[src/rtl/multicycle_ctrl_fsm_pkg.sv]
// Shared encodings for the multi-cycle MIPS control path: FSM states, opcodes, ALU ops, mux selects.
// Used by the control FSM, the datapath and the ALU control so all sides agree on one encoding.
// No logic here apart from the ID-stage dispatch helper.
package multicycle_pkg;

  typedef enum logic [3:0] {
    S_IF      = 4'd0,
    S_ID      = 4'd1,
    S_EX_R    = 4'd2,
    S_EX_I    = 4'd3,
    S_EX_ADDR = 4'd4,
    S_EX_BR   = 4'd5,
    S_EX_J    = 4'd6,
    S_EX_JR   = 4'd7,
    S_MEM_RD  = 4'd8,
    S_MEM_WR  = 4'd9,
    S_WB_ALU  = 4'd10,
    S_WB_LD   = 4'd11
  } state_t;

  typedef enum logic [2:0] {
    ALU_ADD   = 3'd0,
    ALU_SUB   = 3'd1,
    ALU_FUNCT = 3'd2,
    ALU_AND   = 3'd3,
    ALU_OR    = 3'd4,
    ALU_SLT   = 3'd5,
    ALU_SLTU  = 3'd6,
    ALU_LUI   = 3'd7
  } alu_op_t;

  // Opcodes (IR[31:26])
  localparam logic [5:0] OP_RTYPE = 6'h00;
  localparam logic [5:0] OP_J     = 6'h02;
  localparam logic [5:0] OP_JAL   = 6'h03;
  localparam logic [5:0] OP_BEQ   = 6'h04;
  localparam logic [5:0] OP_BNE   = 6'h05;
  localparam logic [5:0] OP_ADDI  = 6'h08;
  localparam logic [5:0] OP_ADDIU = 6'h09;
  localparam logic [5:0] OP_SLTI  = 6'h0A;
  localparam logic [5:0] OP_SLTIU = 6'h0B;
  localparam logic [5:0] OP_ANDI  = 6'h0C;
  localparam logic [5:0] OP_ORI   = 6'h0D;
  localparam logic [5:0] OP_XORI  = 6'h0E;
  localparam logic [5:0] OP_LUI   = 6'h0F;
  localparam logic [5:0] OP_LW    = 6'h23;
  localparam logic [5:0] OP_SW    = 6'h2B;

  // Function codes (IR[5:0]) the FSM itself cares about
  localparam logic [5:0] FN_SLL  = 6'h00;
  localparam logic [5:0] FN_SRL  = 6'h02;
  localparam logic [5:0] FN_SRA  = 6'h03;
  localparam logic [5:0] FN_JR   = 6'h08;
  localparam logic [5:0] FN_JALR = 6'h09;

  // Mux select codes
  localparam logic [1:0] REGDST_RT   = 2'd0;
  localparam logic [1:0] REGDST_RD   = 2'd1;
  localparam logic [1:0] REGDST_RA   = 2'd2;
  localparam logic [1:0] MTR_ALUOUT  = 2'd0;
  localparam logic [1:0] MTR_MDR     = 2'd1;
  localparam logic [1:0] MTR_PC      = 2'd2;
  localparam logic [1:0] SRCA_PC     = 2'd0;
  localparam logic [1:0] SRCA_A      = 2'd1;
  localparam logic [1:0] SRCA_SHAMT  = 2'd2;
  localparam logic [1:0] SRCB_B      = 2'd0;
  localparam logic [1:0] SRCB_FOUR   = 2'd1;
  localparam logic [1:0] SRCB_IMM    = 2'd2;
  localparam logic [1:0] SRCB_IMMSH2 = 2'd3;
  localparam logic [1:0] PCSRC_ALU   = 2'd0;
  localparam logic [1:0] PCSRC_ALUOUT= 2'd1;
  localparam logic [1:0] PCSRC_JUMP  = 2'd2;
  localparam logic [1:0] PCSRC_REG   = 2'd3;

  // Every control output of the FSM in one bundle
  typedef struct packed {
    logic       pc_write;
    logic       pc_write_cond;
    logic       branch_ne;
    logic       i_or_d;
    logic       mem_read;
    logic       mem_write;
    logic       ir_write;
    logic       reg_write;
    logic [1:0] reg_dst;
    logic [1:0] mem_to_reg;
    logic [1:0] alu_src_a;
    logic [1:0] alu_src_b;
    alu_op_t    alu_op;
    logic       ext_op;
    logic [1:0] pc_source;
    logic       illegal_op;
  } ctrl_t;

  // Execute state chosen in ID; S_IF means the opcode is not supported
  function automatic state_t id_next(input logic [5:0] op, input logic [5:0] fn);
    state_t s;
    s = S_IF;
    if (op == OP_RTYPE)
      s = (fn == FN_JR || fn == FN_JALR) ? S_EX_JR : S_EX_R;
    else if (op == OP_LW || op == OP_SW)
      s = S_EX_ADDR;
    else if (op == OP_BEQ || op == OP_BNE)
      s = S_EX_BR;
    else if (op == OP_J || op == OP_JAL)
      s = S_EX_J;
    else if (op[5:3] == 3'b001)
      s = S_EX_I;
    return s;
  endfunction

endpackage

[src/rtl/multicycle_ctrl_fsm_if.sv]
// Control bundle between the multi-cycle FSM (slave side) and the datapath (master side).
// Carries the decoded IR fields and memory ready in, all strobes and mux selects out.
// Pure wiring, no timing of its own.
interface multicycle_ctrl_fsm_if;
  import multicycle_pkg::*;

  logic [5:0] opcode;
  logic [5:0] funct;
  logic       mem_ready;

  logic       pc_write;
  logic       pc_write_cond;
  logic       branch_ne;
  logic       i_or_d;
  logic       mem_read;
  logic       mem_write;
  logic       ir_write;
  logic       reg_write;
  logic [1:0] reg_dst;
  logic [1:0] mem_to_reg;
  logic [1:0] alu_src_a;
  logic [1:0] alu_src_b;
  alu_op_t    alu_op;
  logic       ext_op;
  logic [1:0] pc_source;
  logic       illegal_op;
  state_t     state;

  modport slave (
    input  opcode, funct, mem_ready,
    output pc_write, pc_write_cond, branch_ne, i_or_d, mem_read, mem_write,
           ir_write, reg_write, reg_dst, mem_to_reg, alu_src_a, alu_src_b,
           alu_op, ext_op, pc_source, illegal_op, state
  );

  modport master (
    output opcode, funct, mem_ready,
    input  pc_write, pc_write_cond, branch_ne, i_or_d, mem_read, mem_write,
           ir_write, reg_write, reg_dst, mem_to_reg, alu_src_a, alu_src_b,
           alu_op, ext_op, pc_source, illegal_op, state
  );

endinterface

[src/rtl/multicycle_ctrl_fsm.sv]
// Main control FSM of the multi-cycle MIPS CPU: IF/ID/EX/MEM/WB sequencing and datapath selects.
// Latency: 3-5 cycles per instruction (R/I 4, lw 5, sw 4, branch/jump 3) plus memory wait cycles.
// Backpressure: IF, MEM_RD and MEM_WR hold with strobes stable until mem_ready (when MEM_WAIT_EN=1).
module multicycle_ctrl_fsm
  import multicycle_pkg::*;
#(
  parameter bit MEM_WAIT_EN = 1'b1
) (
  input  logic                   clk,
  input  logic                   reset,
  multicycle_ctrl_fsm_if.slave   bus
);

  state_t r_state;
  state_t w_next;
  ctrl_t  w_ctrl;
  ctrl_t  w_out;
  logic   w_rdy;

  // With waiting disabled the memory is assumed to finish every access in one cycle
  assign w_rdy = MEM_WAIT_EN ? bus.mem_ready : 1'b1;

  // State register; reset aborts any instruction in flight and restarts at fetch
  always_ff @(posedge clk or posedge reset) begin
    if (reset)
      r_state <= S_IF;
    else
      r_state <= w_next;
  end

  // Next-state: memory states wait on ready, ID dispatches on opcode, everything else returns to fetch
  always_comb begin
    w_next = S_IF;
    case (r_state)
      S_IF:      w_next = w_rdy ? S_ID : S_IF;
      S_ID:      w_next = id_next(bus.opcode, bus.funct);
      S_EX_R:    w_next = S_WB_ALU;
      S_EX_I:    w_next = S_WB_ALU;
      S_EX_ADDR: w_next = (bus.opcode == OP_LW) ? S_MEM_RD : S_MEM_WR;
      S_MEM_RD:  w_next = w_rdy ? S_WB_LD : S_MEM_RD;
      S_MEM_WR:  w_next = w_rdy ? S_IF : S_MEM_WR;
      default:   w_next = S_IF;
    endcase
  end

  // Output decode from the current state (IR fields only refine selects, never the sequence)
  always_comb begin
    w_ctrl = '0;
    case (r_state)
      S_IF: begin
        w_ctrl.mem_read  = 1'b1;
        w_ctrl.alu_src_a = SRCA_PC;
        w_ctrl.alu_src_b = SRCB_FOUR;
        w_ctrl.alu_op    = ALU_ADD;
        w_ctrl.pc_source = PCSRC_ALU;
        // IR and PC load only in the cycle the fetch completes
        w_ctrl.ir_write  = w_rdy;
        w_ctrl.pc_write  = w_rdy;
      end
      S_ID: begin
        // Speculative branch target into ALUOut; the offset is signed
        w_ctrl.alu_src_a  = SRCA_PC;
        w_ctrl.alu_src_b  = SRCB_IMMSH2;
        w_ctrl.alu_op     = ALU_ADD;
        w_ctrl.ext_op     = 1'b1;
        w_ctrl.illegal_op = (id_next(bus.opcode, bus.funct) == S_IF);
      end
      S_EX_R: begin
        w_ctrl.alu_src_a = (bus.funct == FN_SLL || bus.funct == FN_SRL || bus.funct == FN_SRA)
                           ? SRCA_SHAMT : SRCA_A;
        w_ctrl.alu_src_b = SRCB_B;
        w_ctrl.alu_op    = ALU_FUNCT;
      end
      S_EX_I: begin
        w_ctrl.alu_src_a = SRCA_A;
        w_ctrl.alu_src_b = SRCB_IMM;
        w_ctrl.ext_op    = !(bus.opcode == OP_ANDI || bus.opcode == OP_ORI || bus.opcode == OP_LUI);
        case (bus.opcode)
          OP_SLTI:  w_ctrl.alu_op = ALU_SLT;
          OP_SLTIU: w_ctrl.alu_op = ALU_SLTU;
          OP_ANDI:  w_ctrl.alu_op = ALU_AND;
          OP_ORI:   w_ctrl.alu_op = ALU_OR;
          OP_LUI:   w_ctrl.alu_op = ALU_LUI;
          // addi/addiu add; xori has no dedicated code and is resolved by ALU control from the opcode
          default:  w_ctrl.alu_op = ALU_ADD;
        endcase
      end
      S_EX_ADDR: begin
        w_ctrl.alu_src_a = SRCA_A;
        w_ctrl.alu_src_b = SRCB_IMM;
        w_ctrl.ext_op    = 1'b1;
        w_ctrl.alu_op    = ALU_ADD;
      end
      S_EX_BR: begin
        w_ctrl.alu_src_a     = SRCA_A;
        w_ctrl.alu_src_b     = SRCB_B;
        w_ctrl.alu_op        = ALU_SUB;
        w_ctrl.pc_write_cond = 1'b1;
        w_ctrl.pc_source     = PCSRC_ALUOUT;
        w_ctrl.branch_ne     = bus.opcode[0];
      end
      S_EX_J: begin
        w_ctrl.pc_write  = 1'b1;
        w_ctrl.pc_source = PCSRC_JUMP;
        if (bus.opcode == OP_JAL) begin
          w_ctrl.reg_write  = 1'b1;
          w_ctrl.reg_dst    = REGDST_RA;
          w_ctrl.mem_to_reg = MTR_PC;
        end
      end
      S_EX_JR: begin
        w_ctrl.pc_write  = 1'b1;
        w_ctrl.pc_source = PCSRC_REG;
        if (bus.funct == FN_JALR) begin
          w_ctrl.reg_write  = 1'b1;
          w_ctrl.reg_dst    = REGDST_RD;
          w_ctrl.mem_to_reg = MTR_PC;
        end
      end
      S_MEM_RD: begin
        w_ctrl.mem_read = 1'b1;
        w_ctrl.i_or_d   = 1'b1;
      end
      S_MEM_WR: begin
        w_ctrl.mem_write = 1'b1;
        w_ctrl.i_or_d    = 1'b1;
      end
      S_WB_ALU: begin
        w_ctrl.reg_write  = 1'b1;
        w_ctrl.reg_dst    = (bus.opcode == OP_RTYPE) ? REGDST_RD : REGDST_RT;
        w_ctrl.mem_to_reg = MTR_ALUOUT;
      end
      S_WB_LD: begin
        w_ctrl.reg_write  = 1'b1;
        w_ctrl.reg_dst    = REGDST_RT;
        w_ctrl.mem_to_reg = MTR_MDR;
      end
      default: w_ctrl = '0;
    endcase
  end

  // Reset blanks every strobe and select immediately, even before the clock edge
  assign w_out = reset ? '0 : w_ctrl;

  assign bus.pc_write      = w_out.pc_write;
  assign bus.pc_write_cond = w_out.pc_write_cond;
  assign bus.branch_ne     = w_out.branch_ne;
  assign bus.i_or_d        = w_out.i_or_d;
  assign bus.mem_read      = w_out.mem_read;
  assign bus.mem_write     = w_out.mem_write;
  assign bus.ir_write      = w_out.ir_write;
  assign bus.reg_write     = w_out.reg_write;
  assign bus.reg_dst       = w_out.reg_dst;
  assign bus.mem_to_reg    = w_out.mem_to_reg;
  assign bus.alu_src_a     = w_out.alu_src_a;
  assign bus.alu_src_b     = w_out.alu_src_b;
  assign bus.alu_op        = w_out.alu_op;
  assign bus.ext_op        = w_out.ext_op;
  assign bus.pc_source     = w_out.pc_source;
  assign bus.illegal_op    = w_out.illegal_op;
  assign bus.state         = r_state;

endmodule

[src/flat_wrapper.sv]
// flat-port wrapper written by rule: the top's interface ports become plain ports
module multicycle_ctrl_fsm_flat import multicycle_pkg::*;
#(
  parameter bit MEM_WAIT_EN = 1'b1
)
  (clk, reset, bus_opcode, bus_funct, bus_mem_ready, bus_pc_write, bus_pc_write_cond, bus_branch_ne, bus_i_or_d, bus_mem_read, bus_mem_write, bus_ir_write, bus_reg_write, bus_reg_dst, bus_mem_to_reg, bus_alu_src_a, bus_alu_src_b, bus_alu_op, bus_ext_op, bus_pc_source, bus_illegal_op, bus_state);
  multicycle_ctrl_fsm_if bus_i ();
  input  logic clk;
  input  logic reset;
  input wire logic [$bits(bus_i.opcode)-1:0] bus_opcode;
  input wire logic [$bits(bus_i.funct)-1:0] bus_funct;
  input wire logic [$bits(bus_i.mem_ready)-1:0] bus_mem_ready;
  output wire logic [$bits(bus_i.pc_write)-1:0] bus_pc_write;
  output wire logic [$bits(bus_i.pc_write_cond)-1:0] bus_pc_write_cond;
  output wire logic [$bits(bus_i.branch_ne)-1:0] bus_branch_ne;
  output wire logic [$bits(bus_i.i_or_d)-1:0] bus_i_or_d;
  output wire logic [$bits(bus_i.mem_read)-1:0] bus_mem_read;
  output wire logic [$bits(bus_i.mem_write)-1:0] bus_mem_write;
  output wire logic [$bits(bus_i.ir_write)-1:0] bus_ir_write;
  output wire logic [$bits(bus_i.reg_write)-1:0] bus_reg_write;
  output wire logic [$bits(bus_i.reg_dst)-1:0] bus_reg_dst;
  output wire logic [$bits(bus_i.mem_to_reg)-1:0] bus_mem_to_reg;
  output wire logic [$bits(bus_i.alu_src_a)-1:0] bus_alu_src_a;
  output wire logic [$bits(bus_i.alu_src_b)-1:0] bus_alu_src_b;
  output wire logic [$bits(bus_i.alu_op)-1:0] bus_alu_op;
  output wire logic [$bits(bus_i.ext_op)-1:0] bus_ext_op;
  output wire logic [$bits(bus_i.pc_source)-1:0] bus_pc_source;
  output wire logic [$bits(bus_i.illegal_op)-1:0] bus_illegal_op;
  output wire logic [$bits(bus_i.state)-1:0] bus_state;
  assign bus_i.opcode = bus_opcode;
  assign bus_i.funct = bus_funct;
  assign bus_i.mem_ready = bus_mem_ready;
  assign bus_pc_write = bus_i.pc_write;
  assign bus_pc_write_cond = bus_i.pc_write_cond;
  assign bus_branch_ne = bus_i.branch_ne;
  assign bus_i_or_d = bus_i.i_or_d;
  assign bus_mem_read = bus_i.mem_read;
  assign bus_mem_write = bus_i.mem_write;
  assign bus_ir_write = bus_i.ir_write;
  assign bus_reg_write = bus_i.reg_write;
  assign bus_reg_dst = bus_i.reg_dst;
  assign bus_mem_to_reg = bus_i.mem_to_reg;
  assign bus_alu_src_a = bus_i.alu_src_a;
  assign bus_alu_src_b = bus_i.alu_src_b;
  assign bus_alu_op = bus_i.alu_op;
  assign bus_ext_op = bus_i.ext_op;
  assign bus_pc_source = bus_i.pc_source;
  assign bus_illegal_op = bus_i.illegal_op;
  assign bus_state = bus_i.state;
  multicycle_ctrl_fsm #(.MEM_WAIT_EN(MEM_WAIT_EN)) u_core (.clk(clk), .reset(reset), .bus(bus_i));
endmodule
[config.mk]
export PLATFORM = sky130hd
export DESIGN_NAME = multicycle_ctrl_fsm_flat
export DESIGN_NICKNAME = d
export VERILOG_FILES = /design/src/rtl/multicycle_ctrl_fsm_pkg.sv /design/src/rtl/multicycle_ctrl_fsm_if.sv /design/src/rtl/multicycle_ctrl_fsm.sv /design/src/flat_wrapper.sv
export SDC_FILE = /design/constraint.sdc
export NUM_CORES = 1
export LEC_CHECK = 0
export CORE_ASPECT_RATIO = 1.25
export CORE_MARGIN = 2
export CORE_UTILIZATION = 40
export CTS_CLUSTER_DIAMETER = 80
export DETAILED_ROUTE_END_ITERATION = 8
export PLACE_DENSITY = 0.95
export SLEW_MARGIN = 20
export SYNTH_ARGS = -nofsm -noshare
export SYNTH_HDL_FRONTEND = slang
export SYNTH_SLANG_ARGS = --single-unit
[constraint.sdc]
create_clock -name clk -period 3.04 [get_ports clk]
set_input_delay 0.76 -clock clk [delete_from_list [all_inputs] [get_ports clk]]
set_output_delay 0.76 -clock clk [all_outputs]
set_load 0.01 [all_outputs]
==> reports/qor.yml <==
status:
  status: "completed"
cts:
  path_clk_slew_ns: 0.04
  htree_levels: 1
  cts_tree: "built"
  cts.sinks: 4
  clockRootBuffer: "clkbuf_4"
  clock_latency_ns: 0.23
  clockBufferDepth: 2
  cts_buffers: 3
logic_synthesis:
  async_flop_share_pct: 100.0
  synth_edf_count: 0
  yosysTopAreaCell: "dfrtp_1"
  synthTopCellsByArea: "dfrtp_1, nor3_1, nand2b_1"
  avgSynthCellArea_sq_um: 6.775
  ys_seq_area_share_pct: 13.94
  synth_compound_area_share_pct: 27.35
  synth_flop_cell: "dfrtp_1"
  synth_fp_nets: 121
  synth_most_common_cell: "nor2_1"
  yosysUniqueCellTypes: 42
  netlist_instances: 106
  synth-seq-cells: 4
  synth_xor_xnor_area_share_pct: 1.220
  yosys-top-cells-count: "nor2_1, nor3_1, nand2b_1"
  synth_top_area_share_pct: 13.94
  synth_top_family_by_area: "simple AND/OR/NAND/NOR gates"
  synth_mux_area_share_pct: 4.355
  syn-cell-area_sq_um: 718.2
  yosys.area_share.simple_pct: 44.77
  synthAdderAreaFrac_pct: 0
  ys_warn_count: 0
global_route:
  grt_pass1_wl_um: 5671
  grt_pass1_vias: 1210
  antenna_found_initial: 0
  grt_overflow: 0
  use_met3_pct: 4.594
  gr-usage-met1_pct: 40.30
  busiest_layer: "met2"
  met2_usage_pct: 58.85
  grt.total_usage_pct: 33.46
  grt_max_degree: 16
critical_path:
  arrival_ns: 3.17
  r2r_slack_ns: 1.29
  crit_path_end_kind: "flop"
  crit-reg2reg-launch: "u_core.bus.state[0]"
  cp_slowest_stage_delay_ns: 0.59
  crit_required_ns: 3.20
  cp_slowest_cell: "or4b_4"
  critPathLaunch: "bus_funct[4]"
  cp_common_cell: "buf_4"
  cp_cell_sequence: "clkdlybuf4s15_1 > or4b_4 > o2111ai_4 > nand4b_1 > buf_4 > buf_4 > buf_4 > buf_4 > buf_4 > buf_4 > buf_4 > buf_4 > buf_4 > nor2b_4"
  worst-path-buf-inv: 10
  worst_setup_path_start_kind: "primary input"
  path_class: "primary input to flop"
  r2r-end: "u_core.bus.state[0]"
  crit_fanout: 2
  crit_family: "buffers and inverters"
  reg2reg_depth: 4
drt:
  drt_iter0_drc: 72
  routed_wl_um: 3760
  wl_per_cell_um: 19.89
  antenna_left: 0
  num_vias: 1231
  vias_per_cell: 6.513
  drtPass1Iterations: 5
  drc: 0
sta:
  period_needed_ns: 3.002
  worstMarginPinSlew_ns: 0.4629
  skew_ns: 0.001443
  setup_tns_ns: 0
  setup_viol: 0
  worst_slack_ns: 0.03776
  maxSlewHeadroom_pct: 68.90
  slew_viol_final: 0
  final_hold_viol_count: 0
  fin_crit_sh_pct: 98.76
  max_freq_ghz: 0.3331
power_and_ir_drop:
  vdd_drop_max_uv: 276.5
  leakage_uw: 0.0006144
  cellPowerDensity_nw_per_um2: 477.1
floorplan:
  initial_core_util_pct: 41.68
  core-area_sq_um: 1723
  die_area_sq_um: 2153
  ios: 42
  placementRows: 17
  fp.dieW_um: 41.90
  fp.dieH_um: 51.38
hold_path:
  min_path_type: "flop to flop"
  min_to: "u_core.bus.state[1]"
  min_from: "u_core.bus.state[2]"
  holdPathStages: 1
placement:
  dpl_cell_area_sq_um: 1250
  place_inst: 175
  dp_hpwl_um: 2160
  pre_cts_ws_ns: -0.4817
  place_congestion: 0.9072
  port_buffers: 41
final_layout:
  drive_above_1_share_pct: 30.59
  utilization_pct: 80.32
  ff_latch_area_sq_um: 100.1
  area_growth_pct: 92.68
  fin_nets: 187
  stdcell_count: 189
  multi_input_area_sq_um: 621.8
  fillers: 102
  largest_reg_flops: 4
  final_area_sq_um: 1384
  n_antenna_cell: 0
job:
  drv_cap: 0
==> stage by stage <==
stage	hold WS [ns]	total power (uW)
floorplan	0.5536	339.6
global placement	0.5862	526.9
detailed placement	0.6287	541.2
CTS	0.6327	612.2
global route	0.6798	692.6
finish	0.6640	660.2
==> layer usage <==
| metal | share of wire (%) | vias to the layer above |
|---|---|---|
| met2 | 49 | 105 |
| met4 | 6.0 | 0 |
| met1 | 37 | 566 |
| met3 | 8.2 | 32 |
| li1 | - | 528 |
| met5 | 0 | - |
==> power breakdown <==
group          switching (uW)  internal (uW)  leakage (uW)
Sequential               51.9           72.3     0.0000516
Clock                    19.3           44.0     0.0000138
Combinational             252            221      0.000549
==> repair_timing <==
item | CTS | global route
resized for setup | 41 | 13
endpoints found under the setup margin | 17 | 6
gates cloned | 0 | 0
hold buffers | 0 | 0
setup buffers | 13 | 0
pin swaps | 6 | 7
==> layout by cell type, fill, tap and decap left out, types with 2 or more instances in the layout <==
master	netlist	routed
nor4_1	2	2
clkdlybuf4s15_1	0	3
nand2_1	2	2
nor2_1	12	9
a31oi_1	2	2
dlygate4sd2_1	0	12
nand3_1	4	4
and3_1	3	2
clkbuf_4	0	3
nand2b_1	8	8
nor3_1	11	11
a21oi_1	7	6
nor2_2	0	3
dfrtp_1	4	4
buf_4	0	29
and2_1	2	2
mux2i_1	2	2
buf_2	3	4
inv_1	6	6
clkdlybuf4s50_1	0	20
and4_1	2	2
nor2b_1	4	2
o21ai_0	2	2
==> worst max path at each step <==
stage	to	cells past startpoint
finish	u_core.bus.state[2]	14
global route	bus_alu_src_a[0]	6
CTS	bus_alu_src_a[0]	6
detailed placement	bus_reg_write	6
global placement	bus_illegal_op	6
floorplan	bus_illegal_op	4
==> area by class of cell <==
class / count / share of cell area, %
clock buffer: 3 / 1.627
tap: 19 / 1.718
inverter: 6 / 1.627
multi-input combinational: 87 / 44.94
sequential: 4 / 7.233
timing repair buffer: 70 / 42.86
==> kinds of logic after synthesis <==
kind of cell	after synthesis
flip-flops	4
AND/OR/NAND/NOR	56
multiplexers	3
AO/OA/AOI/OAI	27
XOR/XNOR	1
buffers and inverters	15
No activity file was read; power rests on OpenSTA's default activity.
